**src/rtl/apb_master_bridge.sv**
```systemverilog
// ============================================================================
// Module      : apb_master_bridge
// Description : APB (AMBA3) requester. Turns one valid/ready command into one
//               SETUP+ACCESS transfer and returns one valid/ready response.
//               Optional access timeout enabled by defining APB_TIMEOUT_EN.
// Revision    : 1.0 - initial release
// ============================================================================
`default_nettype none

module apb_master_bridge #(
  parameter int ADDR_W         = 8,
  parameter int DATA_W         = 8,
  parameter int TIMEOUT_CYCLES = 16
) (
  input  logic              pclk,
  input  logic              presetn,
  input  logic              cmd_valid,
  output logic              cmd_ready,
  input  logic              cmd_write,
  input  logic [ADDR_W-1:0] cmd_addr,
  input  logic [DATA_W-1:0] cmd_wdata,
  output logic              rsp_valid,
  input  logic              rsp_ready,
  output logic [DATA_W-1:0] rsp_rdata,
  output logic              rsp_err,
  output logic              rsp_timeout,
  output logic              psel,
  output logic              penable,
  output logic              pwrite,
  output logic [ADDR_W-1:0] paddr,
  output logic [DATA_W-1:0] pwdata,
  input  logic [DATA_W-1:0] prdata,
  input  logic              pready,
  input  logic              pslverr
);

  typedef enum logic [1:0] {
    S_IDLE   = 2'd0,
    S_SETUP  = 2'd1,
    S_ACCESS = 2'd2,
    S_RESP   = 2'd3
  } state_t;

  state_t              r_state;
  state_t              w_state_nxt;
  logic                w_accept;
  logic                w_timeout;
  logic                w_complete;
  logic                r_psel;
  logic                r_penable;
  logic                r_pwrite;
  logic [ADDR_W-1:0]   r_paddr;
  logic [DATA_W-1:0]   r_pwdata;
  logic                r_rsp_valid;
  logic [DATA_W-1:0]   r_rsp_rdata;
  logic                r_rsp_err;

  // Parameter sanity: a zero timeout would abort before the first ACCESS cycle.
  if (TIMEOUT_CYCLES < 1) begin : g_param_check
    $error("TIMEOUT_CYCLES must be >= 1");
  end

  // Only IDLE accepts, and never while reset is asserted.
  assign cmd_ready = (r_state == S_IDLE) & presetn;
  assign w_accept  = cmd_valid & cmd_ready;

`ifdef APB_TIMEOUT_EN
  localparam int CNT_W = $clog2(TIMEOUT_CYCLES + 1);
  logic [CNT_W-1:0] r_wait_cnt;
  logic             r_rsp_timeout;

  // Count ACCESS wait cycles; cleared while in SETUP.
  always_ff @(posedge pclk or negedge presetn) begin
    if (!presetn) begin
      r_wait_cnt <= '0;
    end else if (r_state == S_SETUP) begin
      r_wait_cnt <= '0;
    end else if ((r_state == S_ACCESS) && !pready) begin
      r_wait_cnt <= r_wait_cnt + 1'b1;
    end
  end

  // Abort on the wait cycle that reaches the limit; pready=1 on that cycle wins.
  assign w_timeout = (r_state == S_ACCESS) && !pready &&
                     (r_wait_cnt == CNT_W'(TIMEOUT_CYCLES - 1));

  // Timeout flag is captured alongside the rest of the response.
  always_ff @(posedge pclk or negedge presetn) begin
    if (!presetn) begin
      r_rsp_timeout <= 1'b0;
    end else if (w_complete) begin
      r_rsp_timeout <= w_timeout;
    end
  end

  assign rsp_timeout = r_rsp_timeout;
`else
  assign w_timeout   = 1'b0;
  assign rsp_timeout = 1'b0;
`endif

  assign w_complete = (r_state == S_ACCESS) && (pready || w_timeout);

  // State register.
  always_ff @(posedge pclk or negedge presetn) begin
    if (!presetn) begin
      r_state <= S_IDLE;
    end else begin
      r_state <= w_state_nxt;
    end
  end

  // Next-state logic.
  always_comb begin
    w_state_nxt = r_state;
    case (r_state)
      S_IDLE:   if (w_accept)   w_state_nxt = S_SETUP;
      S_SETUP:                  w_state_nxt = S_ACCESS;
      S_ACCESS: if (w_complete) w_state_nxt = S_RESP;
      S_RESP:   if (rsp_ready)  w_state_nxt = S_IDLE;
      default:                  w_state_nxt = S_IDLE;
    endcase
  end

  // Registered APB and response outputs, derived from the upcoming state.
  always_ff @(posedge pclk or negedge presetn) begin
    if (!presetn) begin
      r_psel      <= 1'b0;
      r_penable   <= 1'b0;
      r_pwrite    <= 1'b0;
      r_paddr     <= '0;
      r_pwdata    <= '0;
      r_rsp_valid <= 1'b0;
      r_rsp_rdata <= '0;
      r_rsp_err   <= 1'b0;
    end else begin
      r_psel    <= (w_state_nxt == S_SETUP) || (w_state_nxt == S_ACCESS);
      r_penable <= (w_state_nxt == S_ACCESS);
      if (w_accept) begin
        r_pwrite <= cmd_write;
        r_paddr  <= cmd_addr;
        r_pwdata <= cmd_wdata;
      end
      if (w_complete) begin
        r_rsp_valid <= 1'b1;
        r_rsp_err   <= pready ? pslverr : 1'b1;
        r_rsp_rdata <= (pready && !r_pwrite && !pslverr) ? prdata : '0;
      end else if ((r_state == S_RESP) && rsp_ready) begin
        r_rsp_valid <= 1'b0;
      end
    end
  end

  assign psel      = r_psel;
  assign penable   = r_penable;
  assign pwrite    = r_pwrite;
  assign paddr     = r_paddr;
  assign pwdata    = r_pwdata;
  assign rsp_valid = r_rsp_valid;
  assign rsp_rdata = r_rsp_rdata;
  assign rsp_err   = r_rsp_err;

endmodule

`default_nettype wire
```
**config.mk**
```make
export PLATFORM = sky130hd
export DESIGN_NAME = apb_master_bridge
export DESIGN_NICKNAME = d
export VERILOG_FILES = /design/src/rtl/apb_master_bridge.sv
export SDC_FILE = /design/constraint.sdc
export NUM_CORES = 1
export LEC_CHECK = 0
export BUFFER_PORTS_ARGS = -buffer_cell sky130_fd_sc_hd__buf_2
export CAP_MARGIN = 20
export CORE_MARGIN = 2
export CORE_UTILIZATION = 45
export DETAILED_ROUTE_END_ITERATION = 10
export GPL_ROUTABILITY_DRIVEN = 0
export PLACE_DENSITY = 0.89
export SYNTH_ARGS = -nofsm -noshare
export SYNTH_HDL_FRONTEND = slang
export SYNTH_SLANG_ARGS = --single-unit
```
**constraint.sdc**
```tcl
create_clock -name pclk -period 2.2 [get_ports pclk]
set_clock_uncertainty 0.05 [all_clocks]
set_input_delay 0.11 -clock pclk [delete_from_list [all_inputs] [get_ports pclk]]
set_output_delay 0.11 -clock pclk [all_outputs]
set_load 0.05 [all_outputs]
```
==> impl_results.md <==
* Status: completed
* Fin. Hold Viols at 0
* DR pass1 iterations at 4
* Cell Area, Synth at around 1300 sq um
* Yosys top cell by area: dfrtp_1
* DR iter-0 viols at 6
* H-tree depth at 2
* Root Driver: clkbuf_4
* Clk_lat worst skew at ~0.32 ns
* Final setup viols at 0
* IO Count at 62
* Power per Cell Area at 1610 nW/um^2
* Vias in the first global route at about 1100
* Setup bufs post-CTS at 0
* Grt total ovfl at 0
* Yosys reg bits at 31
* R2r setup slk at slightly above 0.6 ns
* Tightest Hold Check Type: primary input to flip-flop
* Area delta synth->final at 45.6%
* Clk sinks at 31
* CTS tree: done
* DIE AREA at about 3300 sq um
* Routed vias at roughly 980
* Syn Nets at approximately 120
* Share of the synthesized area in the top cell type at between 50% and 60%
* Most common cell in the netlist: dfrtp_1
* Largest cells by area after synthesis: dfrtp_1 59%, mux2_2 9.5%, mux2_4 9.2%
* Max Root-Sink Buffers at 2
* Reg area at 776 sq um
* Peak fanout along the critical path at 32
* Max-slew violations at 0
* Worst EP arrival at 1.69 ns
* Die Span Y at around 58 um
* Via/cell ratio at 4.96
* DIE WIDTH at between 50 and 60 um
* Number of cell rows at 19
* Clock transition at path regs at 0.09 ns
* Ratio of cells with drive above 1 in the final layout at approximately 55%
* DRT Wirelength at 2.98 mm
* Area occupied by multi-input gates at between 400 and 500 sq um
* Post-layout nets at around 200
* CP startpoint kind: primary input
* Hold Slack at between 0.05 and 0.06 ns
* Post-synth top cells: 31 x dfrtp_1, 11 x mux2_2, 9 x nor3b_1, 8 x mux2_1, 8 x mux2_4
* Fmax at 0.539 GHz
* Minimum clock period at between 1.5 and 2 ns
* Final HPWL DP at just over 2 mm
* Ys async rst share at 100%
* Pleak at 0.972 nW
* Initial Util at 47.3%
* Avg WL per Cell at between 15 and 20 um
* ANT cells at 0
* Total track usage at roughly a fifth
* Syn. warnings at 0
* Max-Cap Viols at 0
* VDD IR max at approximately 1300 uV
* Unrepaired setup endpoints after global routing: false
* Synth Flop Type: dfrtp_1
* Crit Path Class: primary input to output port
* Initial antenna violation count at 0
* Post-synth EDFFs at 0
* Worst EP required at approximately 2.0 ns
* Remaining antenna violation count at 0
* Post-CTS sizing at 0
* Crit. End Element: output port
* CORE AREA at about 2800 sq um
* Residual DRC at 0
* Synthesized instance count at 84
* Global-route wire length before repair at 5.10 mm
* Post-route setup TNS at 0 ns
* Final Cycle Share at 84.3%
* CTS Buf Count at 5
* Port bufs at 60
* Seq/Total Area, Yosys at around three fifths
* Mean Syn Cell Area at between 15 and 20 sq um
* Layout fillers at 190
* Post-synth cell types at 19
* Largest net degree at the start of global routing at 33
## area by class of cell
type                    count  area share, %
clock buffers               6           2.70
clock inverters             2           1.84
well taps                  31           2.04
flip-flops and latches     31           40.8
multi-input cells          45           25.7
inverters                   2          0.395
repair buffers             81           26.5
## registers in the layout, summed over array words and instances (netlist names)
| name | flops |
|---|---|
| rsp_rdata | 8 |
| rsp_valid | 1 |
| pwrite | 1 |
| psel | 1 |
| pwdata | 8 |
| r_state | 2 |
| paddr | 8 |
| penable | 1 |
| rsp_err | 1 |
## path summary, 6_finish.rpt
path	from	to	cells past startpoint
min reg2reg	rsp_rdata[2]	rsp_rdata[2]	1
max in group asynchronous	presetn	rsp_rdata[7]	3
min in group asynchronous	presetn	pwdata[1]	3
min	rsp_ready	rsp_valid	3
max	presetn	cmd_ready	5
max reg2reg	r_state[0]	psel	5
## worst max-delay path, stage by stage
cell,delay [ns]
dlygate4sd3_1,0.52
buf_2,0.13
buf_4,0.36
nor3b_1,0.26
buf_2,0.30
## where the power goes
group | leakage [nW] | internal [mW] | switching (mW) | total, mW
logic | 0.544 | 0.484 | 1.11 | 1.59
clock network | 0.0482 | 0.268 | 0.190 | 0.459
registers | 0.380 | 0.818 | 0.187 | 1.01
## metal layers
layer / global-route usage (%) / up-vias / part of all wire [%]
met1: 24.1 / 472 / 38
li1: - / 465 / -
met3: 7.14 / 9 / 6.5
met4: 9.97 / 0 / 2.7
met2: 34.7 / 37 / 52
met5: 0 / - / 0
## metrics by stage
step                      util, %  instance area, sq um  std cells  power [mW]  setup WS (ns)
after CTS                    68.9                  1900        198        3.07          0.328
after global routing         68.9                  1900        198        3.21          0.232
after global placement       59.3                  1630        172        2.52          0.678
after floorplan                 -                  1310         84        2.20          0.440
after detailed placement     59.3                  1630        172        2.57          0.626
final                        68.9                  1900        198        3.06          0.346
## timing repair
| item | 4_1_cts | 5_1_grt |
|---|---|---|
| endpoints found under the setup margin | 0 | 0 |
| hold buffers | 18 | 0 |
| endpoints found under the hold margin | 48 | 0 |
## cells by family after synthesis
kind of cell,after synthesis,share of synthesized area (%)
flip-flops,31,59.4
AO/OA/AOI/OAI,4,2.49
adder cells (fa/ha/maj),1,0.959
AND/OR/NAND/NOR,12,7.00
buffers and inverters,8,4.22
other,1,0.287
multiplexers,27,25.6
## layout by cell type, fill, tap and decap left out
cell and count:
and3b_2 1, o2bb2ai_1 1, conb_1 1, mux2_2 11, mux2_4 8, mux2_1 8, a21oi_1 1, clkbuf_4 5
clkbuf_8 1, ha_1 1, buf_2 60, nor4bb_4 1, clkinv_2 1, inv_1 2, a311o_1 1, a311oi_1 1
buf_4 3, nor3b_1 9, bufinv_16 1, nand2_1 1, dfrtp_1 31, dlygate4sd3_1 18
No activity file was read; power rests on OpenSTA's default activity.
